## config.mk

```make
export PLATFORM = sky130hd
export DESIGN_NAME = vga_frame_capture
export DESIGN_NICKNAME = d
export VERILOG_FILES = /design/src/rtl/vga_frame_capture.sv
export SDC_FILE = /design/constraint.sdc
export NUM_CORES = 1
export LEC_CHECK = 0
export ABC_AREA = 1
export CAP_MARGIN = 5
export CORE_AREA = 3 3 108 110
export CTS_CLUSTER_DIAMETER = 100
export CTS_CLUSTER_SIZE = 30
export DETAILED_ROUTE_END_ITERATION = 6
export DIE_AREA = 0 0 111 113
export GPL_TIMING_DRIVEN = 0
export PLACE_DENSITY = 0.85
export RECOVER_POWER = 50
export SLEW_MARGIN = 20
export SYNTH_ARGS = -nofsm -noshare
export SYNTH_HDL_FRONTEND = slang
export SYNTH_SLANG_ARGS = --single-unit
```

## constraint.sdc

```tcl
create_clock -name clk_25 -period 2.5 [get_ports clk_25]
set_input_delay 0.25 -clock clk_25 [delete_from_list [all_inputs] [get_ports clk_25]]
set_output_delay 0.25 -clock clk_25 [all_outputs]
set_load 0.01 [all_outputs]
```

## src/rtl/vga_frame_capture.sv

```systemverilog
// vga_frame_capture: sink for an hsync/vsync/video_on/pixel stream.
// Rebuilds pixel coordinates from the sync and blanking edges, writes
// active pixels to a frame-buffer port and checks the raster timing.
module vga_frame_capture #(
  parameter int HVID = 640,
  parameter int HFP  = 16,
  parameter int HS   = 96,
  parameter int HBP  = 48,
  parameter int VVID = 480,
  parameter int VFP  = 10,
  parameter int VS   = 2,
  parameter int VBP  = 29
) (
  input  logic        clk_25,
  input  logic        rst,
  input  logic        capture_en,
  input  logic        hsync,
  input  logic        vsync,
  input  logic        video_on,
  input  logic [23:0] pixel_data,
  output logic        wr_en,
  output logic [18:0] wr_addr,
  output logic [23:0] wr_data,
  output logic        frame_start,
  output logic        frame_done,
  output logic        frame_ok,
  output logic        locked,
  output logic        timing_err,
  output logic [7:0]  err_count
);

  localparam int HC_MAX = HVID + HFP + HS + HBP;
  localparam int VC_MAX = VVID + VFP + VS + VBP;

  typedef enum logic [1:0] {SEEK, IDLE, ACTIVE} state_t;

  state_t      state_q, state_d;
  logic        hsync_q, vsync_q, von_q;
  logic [9:0]  x_q, x_d, y_q, y_d;
  logic [11:0] hcnt_q, hcnt_d;
  logic [10:0] lcnt_q, lcnt_d;
  logic        h_seen_q, v_seen_q, ferr_q, ferr_d;
  logic        wr_en_q, wr_en_d;
  logic [18:0] wr_addr_q, wr_addr_d;
  logic [23:0] wr_data_q;
  logic        start_q, start_d, done_q, done_d, ok_q, ok_d;
  logic        locked_q, locked_d, terr_q;
  logic [7:0]  errc_q, errc_d;

  logic        hs_rise, vs_rise, von_fall, viol;
  logic [9:0]  y_end;

  assign hs_rise  = hsync & ~hsync_q;
  assign vs_rise  = vsync & ~vsync_q;
  assign von_fall = ~video_on & von_q;
  // lines seen by the frame, including one that ends exactly on the vsync edge
  assign y_end    = y_q + {9'd0, von_fall};

  // Violation detect. Run-length checks wait for the first hsync edge so a
  // run cut short by reset is not flagged; period checks wait for a prior edge.
  always_comb begin
    viol = 1'b0;
    if (hs_rise && h_seen_q && hcnt_q != 12'(HC_MAX))                 viol = 1'b1;
    if (vs_rise && v_seen_q && lcnt_q != 11'(VC_MAX))                 viol = 1'b1;
    if (von_fall && h_seen_q && x_q != 10'(HVID))                     viol = 1'b1;
    if (vs_rise && v_seen_q && y_end != 10'(VVID))                    viol = 1'b1;
    if (video_on && vsync)                                            viol = 1'b1;
    if (video_on && (x_q >= 10'(HVID) || y_q >= 10'(VVID)))           viol = 1'b1;
  end

  // Counters, write path, lock and error bookkeeping next-state.
  always_comb begin
    x_d       = x_q;
    y_d       = y_q;
    hcnt_d    = hcnt_q;
    lcnt_d    = lcnt_q;
    ferr_d    = ferr_q | viol;
    locked_d  = locked_q;
    errc_d    = errc_q;
    if (von_fall)                        x_d = '0;
    else if (video_on && x_q != 10'h3FF) x_d = x_q + 10'd1;
    if (vs_rise)                         y_d = '0;
    else if (von_fall && y_q != 10'h3FF) y_d = y_q + 10'd1;
    if (hs_rise)                         hcnt_d = 12'd1;
    else if (hcnt_q != 12'hFFF)          hcnt_d = hcnt_q + 12'd1;
    if (vs_rise)                         lcnt_d = {10'd0, hs_rise};
    else if (hs_rise && lcnt_q != 11'h7FF) lcnt_d = lcnt_q + 11'd1;
    if (vs_rise) ferr_d = 1'b0;
    if (viol)                            locked_d = 1'b0;
    else if (vs_rise && v_seen_q && !ferr_q) locked_d = 1'b1;
    if (viol && errc_q != 8'hFF)         errc_d = errc_q + 8'd1;
    wr_en_d   = (state_q == ACTIVE) && video_on && !vsync &&
                (x_q < 10'(HVID)) && (y_q < 10'(VVID));
    wr_addr_d = 19'(y_q) * 19'(HVID) + 19'(x_q);
  end

  // Capture FSM next state; capture_en only matters on a vsync edge.
  always_comb begin
    state_d = state_q;
    start_d = 1'b0;
    done_d  = 1'b0;
    ok_d    = 1'b0;
    if (vs_rise) begin
      if (state_q == ACTIVE) begin
        done_d = 1'b1;
        ok_d   = ~(ferr_q | viol);
      end
      if (capture_en) begin
        state_d = ACTIVE;
        start_d = 1'b1;
      end else begin
        state_d = IDLE;
      end
    end
  end

  // FSM state register.
  always_ff @(posedge clk_25) begin
    if (rst) state_q <= SEEK;
    else     state_q <= state_d;
  end

  // Datapath and output registers.
  always_ff @(posedge clk_25) begin
    if (rst) begin
      hsync_q   <= 1'b0;
      vsync_q   <= 1'b0;
      von_q     <= 1'b0;
      x_q       <= '0;
      y_q       <= '0;
      hcnt_q    <= '0;
      lcnt_q    <= '0;
      h_seen_q  <= 1'b0;
      v_seen_q  <= 1'b0;
      ferr_q    <= 1'b0;
      wr_en_q   <= 1'b0;
      wr_addr_q <= '0;
      wr_data_q <= '0;
      start_q   <= 1'b0;
      done_q    <= 1'b0;
      ok_q      <= 1'b0;
      locked_q  <= 1'b0;
      terr_q    <= 1'b0;
      errc_q    <= '0;
    end else begin
      hsync_q   <= hsync;
      vsync_q   <= vsync;
      von_q     <= video_on;
      x_q       <= x_d;
      y_q       <= y_d;
      hcnt_q    <= hcnt_d;
      lcnt_q    <= lcnt_d;
      h_seen_q  <= h_seen_q | hs_rise;
      v_seen_q  <= v_seen_q | vs_rise;
      ferr_q    <= ferr_d;
      wr_en_q   <= wr_en_d;
      wr_addr_q <= wr_addr_d;
      wr_data_q <= pixel_data;
      start_q   <= start_d;
      done_q    <= done_d;
      ok_q      <= ok_d;
      locked_q  <= locked_d;
      terr_q    <= viol;
      errc_q    <= errc_d;
    end
  end

  assign wr_en       = wr_en_q;
  assign wr_addr     = wr_addr_q;
  assign wr_data     = wr_data_q;
  assign frame_start = start_q;
  assign frame_done  = done_q;
  assign frame_ok    = ok_q;
  assign locked      = locked_q;
  assign timing_err  = terr_q;
  assign err_count   = errc_q;

endmodule

```

### After elaboration in Yosys (flattened, before gate mapping)

Index checks and enable logic that the tools add are counted.

* register bits: 108
* input port bits: 30
* logic and storage cells: 98
* output and inout port bits: 57

* reduce and logical (&&, ||, !) cells: 29
* bitwise logic cells: 12
* multipliers: 1
* $add $sub $neg: 7
* equal/unequal tests: 10
* mux-type cells: 13
* magnitude comparators: 4

Operator list (count)
* $ne 10x10->1 const B: 3
* $add 10x1->10 const B: 2
* $add 19x10->19: 1
* $logic_and 1x1->1: 18
* $add 12x1->12 const B: 1
* $mul 10x3->12 const B: 1
* $mux 1: 12
* $ne 12x10->1 const B: 1
* $ne 12x12->1 const B: 1
* $add 11x1->11 const B: 1
* $ne 11x10->1 const B: 1
* $ne 11x11->1 const B: 1
* $add 10x1->10: 1
* $ge 10x10->1 const B: 1
* $ge 10x9->1 const B: 1
* $lt 10x10->1 const B: 1
* $lt 10x9->1 const B: 1
* $ne 10x9->1 const B: 1
* $reduce_or 2->1: 5
* $add 8x1->8 const B: 1
* $ne 8x8->1 const B: 1
* $not 1->1: 6
* $reduce_bool 2->1: 2
* $and 1x1->1: 3
* 6 further kinds: 9

### Logic depth before layout (Yosys ltp)

Gate-level depths: netlist of the first run.

* depth in word-level cells: 12
* mapped depth: 17
* depth with buffers taken out: 17

### Worst setup path before layout of the first run

No wires, ideal clock.

* kind: flip-flop to flip-flop
* start: reg y_q[1]
* end: reg wr_addr_q[18], in the netlist wr_addr[18]
* data arrival time: 2.195 ns
* clock period less this slack: 2.309 ns
* cell stages (with the launch flop): 13
* setup time: 0.114 ns
* setup slack: 0.191 ns
* path buffers: 0
* cells stage by stage: dfxtp_1 ha_1 ha_1 fa_1 nand2_1 a21oi_1 nand2_1 nor2_2 nand2_2 nor2_4 nand3_2 nor2_1 nor2_2

* longest elaborated chain between the ends: 2

RTL lines
* start: declaration: line 39 `logic [9:0] x_q, x_d, y_q, y_d;`
* start signal: assignment: line 150 `y_q <= y_d;`
* $mul 10x3->12: line 94 `wr_addr_d = 19'(y_q) * 19'(HVID) + 19'(x_q);`
* $add 19x10->19: line 94
* end signal: assignment: line 157 `wr_addr_q <= wr_addr_d;`
* end: declaration: line 44 `logic [18:0] wr_addr_q, wr_addr_d;`

Every way passes these cells.
A chain may end at the register's enable or synchronous reset.

### Final worst setup path of the first run

* start: reg y_q[0]
* end: reg wr_addr_q[16], in the netlist wr_addr[16]

Same word-level chain as after synthesis.

==> results.json, run 1 <==
{
  "outcome": "completed",
  "period_minus_slack_ns": 2.41,
  "avgViaCountPerCell": 5.01,
  "num_vias": 4700,
  "cp_top_family": "adder cells",
  "drt_iter0_drc": 220,
  "path_clk_slew_ns": 0.10,
  "first_pass_iters": 5,
  "p_leak_nw": 2.90,
  "rows": 38,
  "slew_violations": 0,
  "postRouteAntennaNets": 0,
  "layout.area.seq_um2": 2170,
  "worstSetupPathType": "reg -> reg",
  "grt_pass1_wl_mm": 18.7,
  "clockRootBuffer": "clkbuf_8",
  "powerDensity_nw_per_um2": 472,
  "setup_viol": 0,
  "dieHeight_um": 113,
  "grt_remaining_overflow": 0,
  "n_antenna_cell": 0,
  "antenna_found_initial": 0,
  "die_w_um": 111,
  "ir_drop_mv": 0.392,
  "hold_violations": 0,
  "grt_pass1_vias": 4386,
  "ys_ff_latch": 108,
  "synthToLayoutAreaGrowth_pct": 25.1,
  "final_common_cell": "nand2_1",
  "rrSetupSlack_ns": 0.09,
  "ys_types": 36,
  "clockBufferDepth": 2,
  "fin_skew_ns": 0.0108,
  "layout-drive-gt1-share_pct": 8.15,
  "dp_cells": 920,
  "layout.nets": 855,
  "maxCapViolCount": 0,
  "slowest_delay_ns": 0.53,
  "drt-total-wl_mm": 11.2,
  "whs_ns": 0.251,
  "hold_path.class": "in -> reg",
  "cp_common_cell": "nand2_1",
  "cp.required_ns": 2.76,
  "htreeDepth": 3,
  "cts_tree": "done",
  "place.gp.congestion": 0.904,
  "netlist_area_um2": 5180,
  "path_cells": "ha_1, ha_4, fa_2, nand2_1, a21oi_2, nand2_1, nor2_2, nand2_2, nor2_4, xor2_2, nor2_1",
  "insertion_delay_ns": 0.38,
  "multi_input_area_um2": 2590,
  "grt_max_degree": 19,
  "arrival_ns": 2.67,
  "final_cell_count_no_fill": 938,
  "yosys_warnings": 0,
  "cts_buffers": 9,
  "critPathBufInv": 0,
  "die_area_um2": 12500,
  "hpwl_mm": 8.44,
  "fin_crit_sh_pct": 96.3,
  "crit_fanout": 7,
  "syn_avg_cell_area_um2": 7.46,
  "syn_inst": 694,
  "slew_headroom_pct": 61.2,
  "drc": 0,
  "crit_slowest_cell": "fa_2",
  "cts.sinks": 108,
  "io_pins": 87,
  "fillers": 927,
  "syn_nets": 756,
  "grtUsageTotal_pct": 17.7,
  "wire_per_inst_um": 12.0,
  "cp-end-kind": "flip-flop",
  "worst_slew_pin_slew_ns": 0.582,
  "initial_core_util_pct": 48.0,
  "startpoint_type": "flip-flop",
  "yosysSeqAreaShare_pct": 41.7,
  "layout_common_cells": "114 x nand2_1, 106 x inv_1, 103 x dfxtp_1",
  "coreArea_um2": 10800,
  "portBuffers": 86,
  "clock.fmax_mhz": 415
}
==> metal layers <==
metal  vias up  GRT usage, %  wire length, um
li1       2403             -                -
met1      2169          20.6             4670
met2       114          32.0             5680
met3        14          4.97              728
met4         0          4.68              144
met5         -             0                0
==> metrics by stage <==
stage	instance area, um^2	utilization (%)	total power (W)	TNS (ns)	setup slack [ns]
global placement	6210	57.6	0.00212	-1.58	-0.158
detailed placement	6210	57.6	0.00213	-1.64	-0.152
global route	6480	60.0	0.00318	-0.0879	-0.0557
finish	6480	60.0	0.00306	0	0.0928
CTS	6400	59.3	0.00309	0	0.0438
floorplan	5180	-	0.00197	0	0.191
==> final cells by class <==
class / count / share of cell area, %
multi-input cells: 460 / 40.0
plain buffers: 9 / 0.753
inverters: 117 / 6.78
clock inverters: 6 / 0.734
repair buffers: 88 / 13.6
flip-flops and latches: 108 / 33.5
well taps: 140 / 2.70
clock buffers: 10 / 1.97
==> power by group <==
group	leakage [nW]	switching, W	internal [W]
combinational	1.92	0.000152	0.000132
clock	0.0872	0.000615	0.000372
sequential	0.884	0.0000246	0.00177
==> Yosys cell counts <==
master    number  area [um^2]
fa_1           2         40.0
nor3_1        11         55.1
inv_2          9         33.8
ha_1          30          375
nand4_2        1         12.5
o21ai_0       24          120
nand2_2        5         31.3
o21a_1         3         22.5
o21bai_1       2         15.0
xnor2_1        7         61.3
o22ai_1        1         6.26
inv_1        106          398
nor2_2         5         31.3
nand2_4        2         22.5
buf_6          2         22.5
o21ai_1        7         35.0
nor4_1         2         12.5
dfxtp_1      108         2160
xor2_1        20          175
clkbuf_1       4         15.0
clkinv_1       2         7.51
nand3b_1       2         15.0
a21oi_1       51          255
a31oi_1        3         18.8
nor2_4         1         11.3
and3_1         2         12.5
nor2_1        95          357
nand3_1       47          235
a21oi_2        2         17.5
nor3b_1        2         15.0
buf_1          3         11.3
nor3_2         3         30.0
nand2_1      114          428
nor4_2         1         12.5
nand3_2        3         30.0
nand4_1       12         75.1
==> worst paths after layout <==
check,from,end,cells past startpoint
worst max register to register,y_q[0],wr_addr[16],11
worst min-delay path,video_on,von_q,3
worst max-delay path,y_q[0],wr_addr[16],11
worst min register to register,ferr_q,frame_ok,1
==> registers in the layout, summed over array words and instances (netlist names), 2 cells and up <==
signal / flops
err_count: 8
wr_addr: 19
lcnt_q: 11
x_q: 10
wr_data: 24
y_q: 10
hcnt_q: 12
state_q: 2
==> worst register-to-register path, delay by kind of cell (launching register included) <==
| kind | cells | cell delay (ns) |
|---|---|---|
| AND/OR/NAND/NOR | 6 | 0.56 |
| AO/OA/AOI/OAI | 1 | 0.16 |
| flip-flops | 1 | 0.41 |
| XOR/XNOR | 1 | 0.18 |
| adder cells (fa/ha/maj) | 3 | 0.98 |
==> cells by family after synthesis <==
family                   Yosys count  synth area share (%)
flip-flops                       108                  41.7
XOR/XNOR                          27                  4.57
adder cells (fa/ha/maj)           32                  8.02
AND/OR/NAND/NOR                  308                  26.8
AO/OA/AOI/OAI                     93                  9.47
buffers and inverters            126                  9.42
==> what timing repair did <==
item | CTS | global route
buffers inserted | 0 | 2
hold buffers | 0 | 0
setup endpoints to repair | 3 | 13
pin swaps | 0 | 4
resized for setup | 3 | 15
Power figures use the tool's default switching activity.
==> inputs of run 2 (changes only) <==
--- a/config.mk
+++ b/config.mk
@@ -7,13 +7,15 @@
 export LEC_CHECK = 0
 export ABC_AREA = 1
 export CAP_MARGIN = 5
-export CORE_AREA = 3 3 108 110
+export CELL_PAD_IN_SITES_DETAIL_PLACEMENT = 2
+export CELL_PAD_IN_SITES_GLOBAL_PLACEMENT = 2
+export CORE_AREA = 5 5 145 147
 export CTS_CLUSTER_DIAMETER = 100
 export CTS_CLUSTER_SIZE = 30
 export DETAILED_ROUTE_END_ITERATION = 6
-export DIE_AREA = 0 0 111 113
+export DIE_AREA = 0 0 150 152
 export GPL_TIMING_DRIVEN = 0
-export PLACE_DENSITY = 0.85
+export PLACE_DENSITY = 0.84
 export RECOVER_POWER = 50
 export SLEW_MARGIN = 20
 export SYNTH_ARGS = -nofsm -noshare
==> run 2 against run 1 <==
Effect of this change: clock power increased by 55%; sequential share of layout area is 1.5 points lower; die area increased by 82%; via count grew 3.1%; fmax decreased by 2.7%; flip-flop and latch count is the same; wire length grew 43%; sequential power is essentially flat; critical path type unchanged; largest cell class unchanged.
==> results.json, run 2 (synthesized netlist as in run 1, its figures left out) <==
{
  "rows": 52,
  "layout_common_cells": "116 x nand2_1, 106 x inv_1, 100 x dfxtp_1",
  "fin_crit_sh_pct": 99.0,
  "top_layer": "met4",
  "drc": 0,
  "path_clk_slew_ns": 0.08,
  "outcome": "completed",
  "grt_pass1_wl_mm": 26.2,
  "place.gp.congestion": 0.788,
  "first_pass_iters": 4,
  "layout.nets": 859,
  "n_antenna_cell": 0,
  "dp_cells": 1050,
  "setup_viol": 0,
  "final_util_pct": 34.3,
  "layout-drive-gt1-share_pct": 8.48,
  "cp-end-kind": "flip-flop",
  "worstSetupPathType": "reg -> reg",
  "place_area_um2": 6380,
  "rsz0062_at_grt": "true",
  "wire_per_inst_um": 15.0,
  "cp-startpoint": "y_q[3]",
  "htreeDepth": 3,
  "finalSetupTns_ns": 0,
  "hpwl_mm": 11.9,
  "hold_path.class": "in -> reg",
  "grt_remaining_overflow": 0,
  "antenna_found_initial": 0,
  "slew_headroom_pct": 51.5,
  "ir_drop_mv": 0.329,
  "final_cell_count_no_fill": 1072,
  "fin_skew_ns": 0.00731,
  "hold_buffers": 0,
  "coreArea_um2": 19800,
  "slew_violations": 0,
  "clockBufferDepth": 2,
  "die_area_um2": 22800,
  "insertion_delay_ns": 0.36,
  "synthToLayoutAreaGrowth_pct": 31.2,
  "slowest_delay_ns": 0.54,
  "final_common_cell": "nand2_1",
  "portBuffers": 86,
  "rrSetupSlack_ns": 0.02,
  "dieHeight_um": 152,
  "cts_tree": "done",
  "drt-total-wl_mm": 16.1,
  "rr_worst_depth": 12,
  "min_from": "video_on",
  "grtUsageTotal_pct": 14.3,
  "powerDensity_nw_per_um2": 533,
  "drt_iter0_drc": 187,
  "fin_area_um2": 6790,
  "initial_core_util_pct": 26.2,
  "arrival_ns": 2.73,
  "r2r_start": "y_q[3]",
  "grt_max_degree": 17,
  "p_leak_nw": 3.01,
  "num_vias": 4846,
  "postRouteAntennaNets": 0,
  "crit_slowest_cell": "fa_2",
  "power.total_w": 0.00362,
  "wl_met1_mm": 6.83,
  "largest_reg_flops": 24,
  "io_pins": 87,
  "startpoint_type": "flip-flop",
  "cts_buffers": 9,
  "die_w_um": 150,
  "path_cells": "ha_1, ha_4, fa_2, inv_1, nor2_1, nand2_1, nor3_2, nand2_1, nor2_2, nand2_1, nand2_1, nor2_1",
  "worstHoldPathCells": 3,
  "cts.sinks": 108,
  "dr_wl_met3_um": 723,
  "clock.fmax_mhz": 404,
  "r2r-end": "wr_addr[17]",
  "clockRootBuffer": "clkbuf_16",
  "dr_wl_met2_mm": 8.23,
  "hold_path_end": "von_q",
  "crit_fanout": 7,
  "cp.required_ns": 2.76,
  "worst_slew_pin_slew_ns": 0.727,
  "maxCapViolCount": 0,
  "avgViaCountPerCell": 4.52,
  "cp_common_cell": "nand2_1",
  "hold_violations": 0,
  "period_minus_slack_ns": 2.48,
  "grt_pass1_vias": 5270
}
run 2: report_power, final:
group	internal [W]	leakage [nW]	switching (W)
combinational	0.000130	1.97	0.000166
clock	0.000861	0.156	0.000673
sequential	0.00176	0.886	0.0000258
run 2: what timing repair did:
action,CTS,global route
gates resized for setup,5,14
pin swaps,0,4
setup endpoints to repair,3,14
buffers inserted,0,6
run 2: worst max path at each step:
stage | cells past startpoint | slack [ns] | end
after floorplan | 12 | 0.19 | wr_addr[18]
final | 12 | 0.02 | wr_addr[17]
after CTS | 11 | -0.01 | wr_addr[16]
after global routing | 12 | -0.14 | wr_addr[17]
after global placement | 14 | -0.32 | frame_ok
after detailed placement | 15 | -0.35 | err_count[0]
run 2: critical path: cells and delay by family (launching register included):
| family | cells | cell delay (ns) |
|---|---|---|
| buf+inv | 1 | 0.07 |
| simple gates | 8 | 0.88 |
| fa+ha+maj | 3 | 1.04 |
| flops | 1 | 0.38 |
run 2: through the flow:
| stage | hold slack [ns] | setup slack, ns |
|---|---|---|
| after floorplan | 0.357 | 0.191 |
| after global placement | 0.443 | -0.324 |
| after detailed placement | 0.455 | -0.354 |
| after CTS | 0.390 | -0.0137 |
| after global routing | 0.317 | -0.145 |
| final | 0.289 | 0.0249 |
run 2: routing by layer:
metal | track usage (%) | vias up
met2 | 25.5 | 67
met4 | 4.36 | 0
li1 | - | 2403
met1 | 16.6 | 2358
met5 | 0 | -
met3 | 3.60 | 18
run 2: layout make-up:
class                      instances  area (um^2)
fill                            2340        13000
multi-input combinational        460         2570
sequential                       108         2180
timing repair buffer              92          908
inverter                         117          439
tap                              270          338
clock buffer                      13          270
buffer                             9         48.8
clock inverter                     3         43.8
